==> src/rtl/afx_axis_pkg.sv <==
// Shared AXI Stream types for the SATA datapath register slices.
package afx_axis_pkg;

  localparam int AXIS_DATA_W = 32;
  localparam int AXIS_USER_W = 1;

  // PASS: skid empty, beats flow straight through. SKID: one beat parked.
  typedef enum logic {
    PASS = 1'b0,
    SKID = 1'b1
  } skid_state_e;

  // One stream beat as stored by the forward and reverse path stages.
  typedef struct packed {
    logic [AXIS_DATA_W-1:0] tdata;
    logic [AXIS_USER_W-1:0] tuser;
    logic                   tlast;
  } axis_beat_t;

endpackage

==> src/rtl/afx_sat_counter.sv <==
// Saturating up-counter with synchronous clear; clear beats increment.
module afx_sat_counter #(
  parameter int CNT_W = 16
) (
  input  logic             clk,
  input  logic             rst_n,
  input  logic             inc,
  input  logic             clr,
  output logic [CNT_W-1:0] cnt
);

  logic [CNT_W-1:0] cnt_q, cnt_d;

  // Next count: clear first, otherwise count up until all ones and hold there.
  always_comb begin
    cnt_d = cnt_q;
    if (clr) begin
      cnt_d = '0;
    end else if (inc && (cnt_q != {CNT_W{1'b1}})) begin
      cnt_d = cnt_q + 1'b1;
    end
  end

  // Counter register with synchronous active-low reset.
  always_ff @(posedge clk) begin
    if (!rst_n) begin
      cnt_q <= '0;
    end else begin
      cnt_q <= cnt_d;
    end
  end

  assign cnt = cnt_q;

endmodule

==> src/rtl/afx_skid_ready_axis.sv <==
// Reverse-path AXI Stream register slice: s_axis_tready comes from a flop,
// and a single skid entry absorbs the beat accepted while downstream stalls.
module afx_skid_ready_axis
  import afx_axis_pkg::*;
#(
  parameter int DATA_W = AXIS_DATA_W,
  parameter int USER_W = AXIS_USER_W,
  parameter int CNT_W  = 16
) (
  input  logic              clk,
  input  logic              rst_n,
  input  logic              flush,
  input  logic              cnt_clr,
  input  logic [DATA_W-1:0] s_axis_tdata,
  input  logic [USER_W-1:0] s_axis_tuser,
  input  logic              s_axis_tlast,
  input  logic              s_axis_tvalid,
  output logic              s_axis_tready,
  output logic [DATA_W-1:0] m_axis_tdata,
  output logic [USER_W-1:0] m_axis_tuser,
  output logic              m_axis_tlast,
  output logic              m_axis_tvalid,
  input  logic              m_axis_tready,
  output logic [CNT_W-1:0]  beat_cnt,
  output logic [CNT_W-1:0]  frame_cnt,
  output logic [CNT_W-1:0]  stall_cnt
);

  // Same layout as axis_beat_t, sized by this instance's parameters.
  typedef struct packed {
    logic [DATA_W-1:0] tdata;
    logic [USER_W-1:0] tuser;
    logic              tlast;
  } beat_t;

  skid_state_e state_q, state_d;
  beat_t       skid_q, skid_d;
  logic        ready_q, ready_d;
  beat_t       s_beat, m_beat;
  logic        s_hs, m_valid;
  logic        inc_beat, inc_frame, inc_stall;

  // Upstream ready is the registered flag, forced low in flush and reset
  // cycles so no upstream handshake can happen while state is being dropped.
  assign s_axis_tready = ready_q & ~flush & rst_n;
  assign s_hs          = s_axis_tvalid & s_axis_tready;

  // Output mux, next state and next skid contents.
  always_comb begin
    s_beat  = '{tdata: s_axis_tdata, tuser: s_axis_tuser, tlast: s_axis_tlast};
    state_d = state_q;
    skid_d  = skid_q;
    m_beat  = s_beat;
    m_valid = s_hs;
    if (state_q == SKID) begin
      m_beat  = skid_q;
      m_valid = 1'b1;
    end
    if (flush || !rst_n) begin
      m_valid = 1'b0;
    end
    if (flush) begin
      state_d = PASS;
      skid_d  = '0;
    end else if (state_q == PASS) begin
      if (s_hs && !m_axis_tready) begin
        skid_d  = s_beat;
        state_d = SKID;
      end
    end else begin
      if (m_axis_tready) begin
        state_d = PASS;
      end
    end
    ready_d = (state_d == PASS) && !flush;
  end

  // State, skid entry and registered upstream ready.
  always_ff @(posedge clk) begin
    if (!rst_n) begin
      state_q <= PASS;
      skid_q  <= '0;
      ready_q <= 1'b0;
    end else begin
      state_q <= state_d;
      skid_q  <= skid_d;
      ready_q <= ready_d;
    end
  end

  assign m_axis_tdata  = m_beat.tdata;
  assign m_axis_tuser  = m_beat.tuser;
  assign m_axis_tlast  = m_beat.tlast;
  assign m_axis_tvalid = m_valid;

  assign inc_beat  = m_valid & m_axis_tready;
  assign inc_frame = inc_beat & m_beat.tlast;
  assign inc_stall = m_valid & ~m_axis_tready;

  afx_sat_counter #(.CNT_W(CNT_W)) u_beat_cnt (
    .clk   (clk),
    .rst_n (rst_n),
    .inc   (inc_beat),
    .clr   (cnt_clr),
    .cnt   (beat_cnt)
  );

  afx_sat_counter #(.CNT_W(CNT_W)) u_frame_cnt (
    .clk   (clk),
    .rst_n (rst_n),
    .inc   (inc_frame),
    .clr   (cnt_clr),
    .cnt   (frame_cnt)
  );

  afx_sat_counter #(.CNT_W(CNT_W)) u_stall_cnt (
    .clk   (clk),
    .rst_n (rst_n),
    .inc   (inc_stall),
    .clr   (cnt_clr),
    .cnt   (stall_cnt)
  );

endmodule

==> config.mk <==
export PLATFORM = sky130hd
export DESIGN_NAME = afx_skid_ready_axis
export DESIGN_NICKNAME = d
export VERILOG_FILES = /design/src/rtl/afx_axis_pkg.sv /design/src/rtl/afx_sat_counter.sv /design/src/rtl/afx_skid_ready_axis.sv
export SDC_FILE = /design/constraint.sdc
export NUM_CORES = 1
export LEC_CHECK = 0
export ABC_AREA = 1
export BUFFER_PORTS_ARGS = -buffer_cell sky130_fd_sc_hd__buf_2
export CORE_ASPECT_RATIO = 1.4
export CORE_MARGIN = 3
export CORE_UTILIZATION = 35
export CTS_BUF_LIST = sky130_fd_sc_hd__clkbuf_16
export DETAILED_ROUTE_END_ITERATION = 8
export GPL_ROUTABILITY_DRIVEN = 0
export HOLD_SLACK_MARGIN = 0.05
export PLACE_DENSITY = 0.64
export SETUP_SLACK_MARGIN = 0.02
export SYNTH_ARGS = -nofsm -noshare
export SYNTH_HDL_FRONTEND = slang
export SYNTH_SLANG_ARGS = --single-unit
==> constraint.sdc <==
create_clock -name clk -period 1.8 [get_ports clk]
set_clock_uncertainty 0.1 [all_clocks]
set_input_delay 0.27 -clock clk [delete_from_list [all_inputs] [get_ports clk]]
set_output_delay 0.27 -clock clk [all_outputs]
set_load 0.005 [all_outputs]
=== After elaboration in Yosys (flattened, before gate mapping) ===
Cells that the tools add are included.
W data, S select, Z words.

* Register bits after elaboration: 84
* Output and inout bits: 84
* Word-level logic and storage cells: 44

* $add $sub $neg: 3
* Equal/unequal tests: 3
* Muxes and demuxes: 7
* Bitwise gates (word level): 11
* Reductions and logical operators: 12

{| class="wikitable"
|+ Operator list
! kind !! number
|-
| $add A16 B1 Y16 const B || 3
|-
| $ne A16 B16 Y1 const B || 3
|-
| $mux W34 || 1
|-
| $and A1 B1 Y1 || 6
|-
| $mux W1 || 6
|-
| $logic_and A1 B1 Y1 || 5
|-
| $not A1 Y1 || 5
|-
| $reduce_or A2 Y1 || 2
|-
| $logic_not A1 Y1 || 3
|-
| $reduce_and A2 Y1 || 1
|-
| $logic_or A1 B1 Y1 || 1
|}

=== Depth between registers and ports, before layout ===
* Word-level depth: 10
* Mapped depth: 11
* Gate-level depth less buffers: 11

=== Cells and area by module ===
A second synthesis with hierarchy kept.

* Cell total of the unflattened synthesis: 775
* Area total of the unflattened synthesis: 4,648.2 µm²

{| class="wikitable"
|+ By module, submodules not included
! module !! times used !! cells each !! area an instance (µm²)
|-
| afx_sat_counter || 3 || 153 || 910.9
|-
| afx_skid_ready_axis || 1 || 316 || 1,915.6
|}

=== Worst setup path before layout ===
OpenSTA, ideal clock, no wires.

* Path kind: reg-to-reg
* Start: register u_stall_cnt.cnt_q[0], in the netlist u_stall_cnt.cnt[0]
* End: register u_stall_cnt.cnt_q[1], in the netlist u_stall_cnt.cnt[1]
* Library setup time: 0.116 ns
* Arrival time: 1.409 ns
* Data required time: 1.584 ns
* Path slack: 0.175 ns
* Stages on the path, launching flop included: 10
* Buffers on the path: 1
* Period minus slack after synthesis: 1.625 ns
* Cells stage by stage: dfxtp_1 -> ha_1 -> nand2_1 -> nor2_1 -> nand2_1 -> nor2_2 -> nor2_4 -> buf_6 -> o21ai_0 -> nor2_1

* Longest elaborated chain between the ends: 2

{| class="wikitable"
|+ RTL lines
! item !! line !! text
|-
| start, declared || afx_sat_counter.sv:12 || <nowiki>logic [CNT_W-1:0] cnt_q, cnt_d;</nowiki>
|-
| start signal, assigned || afx_sat_counter.sv:29 || <nowiki>cnt_q <= cnt_d;</nowiki>
|-
| parallel branches: the longest is 2 deep, another holds $add A16 B1 Y16 || n/a ||
|}

Several ways; the timed one is not identified.
A chain may end at the register's enable or synchronous reset.

=== Final worst setup path ===
* Start: register u_beat_cnt.cnt_q[1], in the netlist u_beat_cnt.cnt[1]
* End: register u_beat_cnt.cnt_q[13], in the netlist u_beat_cnt.cnt[13]

* Longest elaborated chain between the ends: 2

{| class="wikitable"
|+ RTL lines
! item !! line
|-
| start, declared || afx_sat_counter.sv:12
|-
| start signal, assigned || afx_sat_counter.sv:29
|-
| parallel branches: the longest is 2 deep, another holds $add A16 B1 Y16 || n/a
|}

Several ways; the timed one is not identified.

==> summary.md <==
| Metric | Value |
|---|---|
| Routed Antenna Nets | `0` |
| Mapped Cells | `698` |
| CP top delay family | `simple AND/OR/NAND/NOR gates` |
| Final core utilization | `0.4701` |
| Total setup violations reported at the end of the flow | `0` |
| Fillers | `approximately 1300` |
| Post-synthesis simple-gate area fraction | `0.4362` |
| CTS buffer count | `9` |
| Die height | `~140 um` |
| Vias/cell | `roughly 4.7` |
| Lkg Pwr | `approximately 0.0026 uW` |
| Drt wl/cell | `about 12 um` |
| Final worst-path cycle share | `0.9153` |
| Critical Path Source Type | `flip-flop` |
| CTS tree | `built` |
| Core area | `about 12000 sq um` |
| H-tree depth reported by CTS | `3` |
| Peak VDD IR | `between 300 and 400 uV` |
| RSZ-0062 raised after global routing | `no` |
| Overall routing resource usage | `0.1713` |
| Status | `finished clean` |
| DR vias | `around 4700` |
| Share of the synthesized area in the top cell type | `0.3812` |
| Largest family of logic cells by synthesized area | `simple AND/OR/NAND/NOR gates` |
| Worst hold start | `s_axis_tdata[30]` |
| Commonest non-fill, non-tap cells in the layout | `nand2_1, nor2_1, buf_2` |
| Area leader, netlist | `dfxtp_1` |
| Die area | `14010 sq um` |
| Post-synthesis adder-cell area fraction | `0.008508` |
| Max_cap viols | `0` |
| Layout cells sized above 1 | `0.2524` |
| Post-synthesis compound-gate area fraction | `0.08849` |
| Largest net degree at the start of global routing | `35` |
| Slowest CP cell | `dfxtp_2` |
| Fin. max-slew vios | `0` |
| Fin crit period | `around 1.6 ns` |
| Mapped Area | `roughly 4400 sq um` |
| Total grt overflow | `0` |
| Clk_lat worst skew | `0.33 ns` |
| Initial DRC count | `158` |
| Worst Hold Class | `input pin to flip-flop` |
| Clk pin slew, worst setup/hold paths | `about 0.06 ns` |
| DRC | `0` |
| Achievable frequency | `just over 600 MHz` |
| Initial core utilization | `0.3660` |
| Post-synthesis mux area share | `0` |
| Detailed Routing Iterations Pass 1 | `4` |
| P per Cell Area | `660.7 nW/um^2` |
| Nets@finish | `just under 900` |
| WP data required | `1.93 ns` |
| Area Growth Syn to Fin | `28.45%` |
| Synth top area cells | `dfxtp_1, nand2_1, nor2_1` |
| Crit path kind | `flip-flop to flip-flop` |
| CTS Buffer Depth | `2` |
| Net Count, Synth | `between 700 and 800` |
| Netlist cell types | `28` |
| Initial antenna violation count | `0` |
| Number of diodes | `0` |
| Syn avg cell area | `roughly 6.3 sq um` |
| Worst Hold End | `skid_q[32]` |
| CTS sink count | `between 80 and 90` |
| IO Port Bufs | `approximately 120` |
| Vias in the first global route | `around 4200` |
| Reg2Reg Depth | `9` |
| WL final | `between 10000 and 15000 um` |
| Root Buffer | `clkbuf_16` |
| Crit path capture type | `flip-flop` |
| Hold buffers post-CTS | `0` |
| CP max stage delay | `0.35 ns` |
| Dpl hpwl | `roughly 9000 um` |
| First-pass GRT wire length | `just under 20000 um` |
| Die Wd | `about 100 um` |
| I/O Pins | `about 120` |
| Hold Fails Final Rpt | `0` |
| Hold Path Stages | `3` |
| Worst reg-to-reg setup slack | `0.15 ns` |
| Post-synthesis xor/xnor area fraction | `0.02382` |
| #FFs+latches synth | `84` |
| R2r endpoint | `u_beat_cnt.cnt[13]` |
| Setup tns final | `0 ns` |
| Worst-margin pin slew | `0.3698 ns` |
| Worst reg2reg startpoint | `u_beat_cnt.cnt[1]` |
| Slew headroom | `0.7534` |
| CP Max Fanout | `10` |
| Ys Warns | `0` |
| Fin Hold WS | `0.06906 ns` |
| Register area share after synthesis | `0.3812` |
| Worst-path cell chain | `ha_2, nand2_1, inv_2, nand3b_1, nor2_2, nor2_4, buf_4, a21oi_1, nor2_1` |
| WP buf/inv | `2` |
| FP Rows | `47` |
| Commonest non-fill, non-tap cell in the layout | `nand2_1` |
| CP Data Arrival Time | `roughly 1.8 ns` |
## report_power, final
group,total (uW),switching (uW),internal (uW),leakage (uW)
clock,1650,735,914,0.000131
sequential,1870,3.13,1860,0.000679
combinational,228,127,102,0.00175
total,3740,865,2880,0.00256
## registers in the layout, summed over array words and instances, names as in the netlist
name / flops
ready_q: 1
skid_q: 34
state_q: 1
u_beat_cnt.cnt: 16
u_frame_cnt.cnt: 16
u_stall_cnt.cnt: 16
## kinds of logic after synthesis
kind of cell	Yosys count
simple gates	461
flops	84
compound gates	77
buf+inv	61
xor+xnor	12
fa+ha+maj	3
## worst register-to-register path, cell delays in order (launching register included)
cell,delay [ns]
dfxtp_2,0.35
ha_2,0.19
nand2_1,0.09
inv_2,0.08
nand3b_1,0.12
nor2_2,0.18
nor2_4,0.07
buf_4,0.17
a21oi_1,0.14
nor2_1,0.06
## timing repair
action,CTS,global route
setup endpoints to repair,3,98
gates resized for setup,1,22
pin swaps,0,4
setup buffers,0,3
## cells in the mapped netlist
cell and number:
xnor2_1 8, nor2_1 166, buf_4 1, nand3b_1 1, inv_1 30, inv_4 1, nand2_1 235, nand4_4 2
buf_6 5, nor2_2 7, nand3_1 31, o21bai_1 2, xor2_1 4, clkbuf_1 18, a21oi_1 34, nand2_2 1
nor3_4 1, nor3_1 5, buf_1 1, dfxtp_1 84, o21ai_0 41, nand4_1 5, ha_1 3, nand2_4 1
nand3_4 2, nor2_4 4, clkinv_1 1, inv_2 4
## how the worst max path moves through the flow
| stage | from | to | depth (start not counted) |
|---|---|---|---|
| after CTS | u_stall_cnt.cnt[0] | u_stall_cnt.cnt[6] | 9 |
| after floorplan | u_stall_cnt.cnt[0] | u_stall_cnt.cnt[1] | 9 |
| after detailed placement | u_stall_cnt.cnt[0] | u_stall_cnt.cnt[12] | 10 |
| final | u_beat_cnt.cnt[1] | u_beat_cnt.cnt[13] | 9 |
| after global placement | u_stall_cnt.cnt[0] | u_stall_cnt.cnt[10] | 10 |
| after global routing | u_frame_cnt.cnt[1] | u_frame_cnt.cnt[10] | 11 |
## layout make-up
| class | instances | area (sq um) | share of cell area |
|---|---|---|---|
| Inverter | 36 | 140.1 | 0.02473 |
| Clock inverter | 6 | 32.53 | 0.005741 |
| Multi-Input combinational cell | 553 | 2494 | 0.4401 |
| Timing Repair Buffer | 160 | 904.6 | 0.1596 |
| Clock buffer | 9 | 225.2 | 0.03974 |
| Sequential cell | 84 | 1687 | 0.2976 |
| Tap cell | 147 | 183.9 | 0.03246 |
## stage by stage
step	total power, uW	instances	worst slack (ns)	area (sq um)
detailed placement	2139	977	0.03984	5334
global placement	2138	977	0.08375	5334
global route	3920	995	0.001673	5667
floorplan	2012	698	0.1749	4412
CTS	3811	992	0.02843	5595
finish	3744	995	0.1524	5667
## layer usage
layer / wire (um) / track usage
met1: 5122 / 0.2072
met2: 5897 / 0.2936
met3: 823 / 0.04580
met4: 144 / 0.04897
met5: 0 / 0
Note: power is estimated with default switching activity, not from simulation.
